### src/rtl/regression_sample_sequencer.sv
// Streams the stored (x,y) sample set into the coefficient unit once per pass, then waits for coeff_done.
// Latency: start to first coeff_vld is 3 cycles; with coeff_ready held high each pass takes N_SAMPLES+1 cycles.
// Backpressure: coeff_ready=0 holds idx, so mem_addr re-reads the same address and x_bus/y_bus stay stable.
module regression_sample_sequencer #(
    parameter int N_SAMPLES = 150,
    parameter int ADDR_W    = 8,
    parameter int DATA_W    = 20,
    parameter int N_PASSES  = 2
) (
    input  logic              clk,
    input  logic              rst,
    input  logic              start,
    input  logic              abort,
    output logic              busy,
    output logic              done,
    output logic [ADDR_W-1:0] mem_addr,
    input  logic [DATA_W-1:0] mem_x,
    input  logic [DATA_W-1:0] mem_y,
    output logic [DATA_W-1:0] x_bus,
    output logic [DATA_W-1:0] y_bus,
    output logic              coeff_vld,
    input  logic              coeff_ready,
    output logic              coeff_en,
    output logic              coeff_cout,
    input  logic              coeff_done
);

    localparam int                PASS_W    = $clog2(N_PASSES + 1);
    localparam logic [ADDR_W-1:0] LAST_IDX  = ADDR_W'(N_SAMPLES - 1);
    localparam logic [PASS_W-1:0] LAST_PASS = PASS_W'(N_PASSES - 1);

    typedef enum logic [2:0] {
        S_IDLE,
        S_KICK,
        S_PRIME,
        S_STREAM,
        S_WAIT_DONE,
        S_FIN
    } state_t;

    state_t            state;
    logic [ADDR_W-1:0] idx;
    logic [PASS_W-1:0] pass;
    logic              accept;

    // Every control output is a pure decode of the state/idx flops, so none glitch on input changes.
    assign busy       = (state != S_IDLE);
    assign done       = (state == S_FIN);
    assign coeff_en   = (state == S_KICK);
    assign coeff_vld  = (state == S_STREAM);
    assign coeff_cout = coeff_vld & (idx == LAST_IDX);
    assign accept     = coeff_vld & coeff_ready;

    // Look one address ahead on accept so the next sample lands exactly one cycle later.
    assign mem_addr = (state == S_STREAM) ? idx + {{(ADDR_W-1){1'b0}}, accept} : '0;
    assign x_bus    = mem_x;
    assign y_bus    = mem_y;

    always_ff @(posedge clk or negedge rst) begin
        if (!rst) begin
            state <= S_IDLE;
            idx   <= '0;
            pass  <= '0;
        end else if (abort) begin
            state <= S_IDLE;
            idx   <= '0;
            pass  <= '0;
        end else begin
            case (state)
                S_IDLE: begin
                    if (start) state <= S_KICK;
                end
                S_KICK: begin
                    idx   <= '0;
                    pass  <= '0;
                    state <= S_PRIME;
                end
                S_PRIME: begin
                    state <= S_STREAM;
                end
                S_STREAM: begin
                    if (accept) begin
                        if (coeff_cout) begin
                            idx <= '0;
                            if (pass == LAST_PASS) begin
                                state <= S_WAIT_DONE;
                            end else begin
                                pass  <= pass + PASS_W'(1);
                                state <= S_PRIME;
                            end
                        end else begin
                            idx <= idx + ADDR_W'(1);
                        end
                    end
                end
                S_WAIT_DONE: begin
                    if (coeff_done) state <= S_FIN;
                end
                S_FIN: begin
                    state <= S_IDLE;
                end
                default: begin
                    state <= S_IDLE;
                end
            endcase
        end
    end

endmodule
### config.mk
export PLATFORM = sky130hd
export DESIGN_NAME = regression_sample_sequencer
export DESIGN_NICKNAME = d
export VERILOG_FILES = /design/src/rtl/regression_sample_sequencer.sv
export SDC_FILE = /design/constraint.sdc
export NUM_CORES = 1
export LEC_CHECK = 0
export BUFFER_PORTS_ARGS = -buffer_cell sky130_fd_sc_hd__buf_4
export CAP_MARGIN = 15
export CORE_ASPECT_RATIO = 1.25
export CORE_MARGIN = 1
export CORE_UTILIZATION = 35
export CTS_CLUSTER_SIZE = 14
export DETAILED_ROUTE_END_ITERATION = 8
export GPL_ROUTABILITY_DRIVEN = 0
export PLACE_DENSITY = 0.84
export REMOVE_ABC_BUFFERS = 1
export SETUP_SLACK_MARGIN = 0.05
export SYNTH_ARGS = -nofsm -noshare
export SYNTH_HDL_FRONTEND = slang
export SYNTH_SLANG_ARGS = --single-unit
### constraint.sdc
create_clock -name clk -period 2.2 [get_ports clk]
set_clock_uncertainty 0.2 [all_clocks]
set_input_delay 0.44 -clock clk [delete_from_list [all_inputs] [get_ports clk]]
set_output_delay 0.44 -clock clk [all_outputs]
set_load 0.02 [all_outputs]
==> results.json <==
{
  "synth_cell_type_count": 34,
  "cts_buffers": 3,
  "syn_inst": 149,
  "hpwlAfterDp_mm": 3.312,
  "synth.avg_cell_area_um2": 8.213,
  "tightestPinTransition_ns": 0.3767,
  "wl_per_cell_um": 22.21,
  "synth.most_common_cell": "buf_4",
  "synthArstFlopShare_pct": 100.0,
  "synth_edf_count": 0,
  "rsz0062_at_grt": "yes",
  "die_x_um": 54.89,
  "ys_warn_count": 0,
  "grt_pass1_vias": 881,
  "dr.pass1.iters": 4,
  "worst_ep_arrival_time_ns": 1.80,
  "syn2layout_area_growth_pct": 6.748,
  "synth_largest_area_cell": "dfrtp_1",
  "initial_core_util_pct": 37.30,
  "clkTransAtPathRegs_ns": 0.05,
  "switchingPower_w": 0.0001568,
  "grt_overflow": 0,
  "min_path_type": "in -> reg",
  "clock_sinks": 13,
  "powerDensity_nw_per_um2": 444.5,
  "grt_max_degree": 18,
  "final-setup-viol-count": 7,
  "grt_pass1_wl_mm": 5.471,
  "fin_nets": 192,
  "max_stage_delay_ns": 0.37,
  "maxSlewViolCount": 0,
  "critPathKind": "reg -> out",
  "clock.fmax_mhz": 409.1,
  "max-slew-margin-rel_pct": 74.80,
  "antenna_found_initial": 0,
  "synth_common_cells": "buf_4 (41), dfrtp_1 (13), nor2_1 (10), a21oi_1 (9)",
  "min_from": "abort",
  "drive_gt1_share_pct": 33.57,
  "start_kind": "flip-flop",
  "cp.required_ns": 1.56,
  "grt_use_total_pct": 22.22,
  "grt_use_met3_pct": 20.89,
  "rrSetupSlack_ns": 0.15,
  "diodes": 0,
  "crit_path_max_fanout": 4,
  "setup_tns_ns": -0.9952,
  "vias": 958,
  "hold_end": "state[2]",
  "regToRegEndpoint": "idx[7]",
  "ys.flop_type": "dfrtp_1",
  "cp-end-kind": "output port",
  "status": "finished, violations left",
  "grt.busiest_layer": "met2",
  "clock-root-buffer": "clkbuf_8",
  "cp_slowest_cell": "dfrtp_1",
  "portBuffers": 18,
  "drt-initial-drc-count": 28,
  "p_int_w": 0.0004238,
  "fillCellCount": 342,
  "switching_share_pct": 27.01,
  "yosysTopAreaCellShare_pct": 26.58,
  "worstHoldPathCells": 2,
  "htreeDepth": 1,
  "clock_latency_ns": 0.24,
  "holdWs_ns": 0.2331,
  "ir_drop_mv": 0.3178,
  "netlist_area_um2": 1224,
  "p_seq_share_pct": 43.1,
  "viasPerCell": 5.412,
  "fin_ws_ns": -0.2442,
  "period_needed_ns": 2.444,
  "io_pins": 99,
  "yosysSeqAreaShare_pct": 26.58,
  "reg2reg_depth": 8,
  "use_met1_pct": 25.92,
  "ys_seq_elements": 13,
  "hold_viol": 0,
  "clockBufferDepth": 2,
  "fin_total_pwr_w": 0.0005806,
  "dieHeight_um": 68.11,
  "grtUsageMet2_pct": 28.77,
  "tritoncts": "yes",
  "ant_nets": 0,
  "postRouteWirelength_mm": 3.931,
  "worstPathCellList": "nand3b_1, nor2_2, ha_4, nand3_4, or3_1, a21oi_2, buf_6",
  "p_leak_nw": 0.5338,
  "maxCapViolations": 0,
  "combPwrFrac_pct": 20.6,
  "p_clk_share_pct": 36.3,
  "die_area_um2": 3738,
  "core_area_um2": 3281,
  "period_share_pct": 111.1,
  "route.detailed.drc": 0,
  "r2r_start": "state[2]",
  "rows": 23,
  "synthTopCellsByArea": "dfrtp_1 (27%), buf_4 (25%), ha_1 (5.1%)",
  "violations": "setup timing"
}
[registers in the layout, summed over array words and instances (netlist names)]
register,count
idx,8
state,3
pass,2
[logic make-up (layout without fill, tap and decap cells)]
group / after synthesis / in the layout / share of synthesized area [%]
xor+xnor: 4 / 4 / 2.864
simple gates: 50 / 50 / 23.01
flops: 13 / 13 / 26.58
fa+ha+maj: 5 / 5 / 5.112
compound gates: 27 / 27 / 14.21
buf+inv: 50 / 41 / 28.22
[power by group through the flow]
| stage | Clock (W) | Sequential, W | Combinational (W) |
|---|---|---|---|
| 3_3_place_gp | 0 | 0.000253 | 0.000112 |
| 3_5_place_dp | 0 | 0.000254 | 0.000115 |
| 6_report | 0.000211 | 0.000250 | 0.000120 |
| 2_1_floorplan | 0 | 0.000259 | 0.0000524 |
| 4_1_cts | 0.000217 | 0.000250 | 0.000118 |
| 5_1_grt | 0.000236 | 0.000251 | 0.000133 |
[layout make-up]
class / count / area [um^2] / area share, %
inverters: 6 / 22.52 / 1.724
multi-input cells: 86 / 615.6 / 47.13
repair buffers: 31 / 250.2 / 19.16
well taps: 37 / 46.29 / 3.544
clock buffers: 4 / 45.04 / 3.448
flip-flops and latches: 13 / 326.6 / 25.00
[cells in the final DEF (no fill, tap or decap), drive strengths merged, types with 2 or more instances in the layout]
cell type	n
xor2	3
buf	30
nand2	5
ha	5
o21ai	8
clkbuf	4
a21oi	9
dfrtp	13
or4	2
nor3b	2
inv	6
nand2b	4
o31ai	2
nor2	10
or3	8
nand3	6
nor3	3
nor2b	2
a31oi	2
and2	2
[timing repair]
item | in CTS | in global routing
endpoints found under the setup margin | 8 | 9
hold buffers | 1 | 0
endpoints found under the hold margin | 13 | 0
setup buffers | 1 | 1
resized for setup | 7 | 12
pin swaps | 6 | 3
[metrics by stage]
step / setup WS (ns) / util, % / instances / cell area, um^2
2_1_floorplan: -0.3955 / - / 105 / 900.9
3_3_place_gp: -0.08638 / 35.28 / 170 / 1157
3_5_place_dp: -0.1190 / 35.28 / 170 / 1157
4_1_cts: -0.2677 / 37.80 / 176 / 1240
5_1_grt: -0.3765 / 39.82 / 177 / 1306
6_report: -0.2442 / 39.82 / 177 / 1306
[critical path, delay by kind of cell, from the launching register on]
kind | cells | cell delay [ns]
buffers and inverters | 1 | 0.13
AO/OA/AOI/OAI | 1 | 0.14
flip-flops | 1 | 0.37
AND/OR/NAND/NOR | 4 | 0.76
adder cells (fa/ha/maj) | 1 | 0.18
[per-layer routing]
metal  vias up  wire, um
li1        454         -
met2        67      1492
met4         0        57
met3         4       886
met5         -         0
met1       433      1495
[worst max-delay path by stage]
stage                     start  slack [ns]     endpoint  cells after the start
finish                 state[2]       -0.24  mem_addr[5]                      7
global route           state[2]       -0.38  mem_addr[5]                      7
CTS                    state[2]       -0.27  mem_addr[4]                      8
detailed placement  coeff_ready       -0.12  mem_addr[7]                      8
global placement    coeff_ready       -0.09  mem_addr[7]                      8
floorplan              state[2]       -0.40  mem_addr[5]                      6
Power figures use the tool's default switching activity.
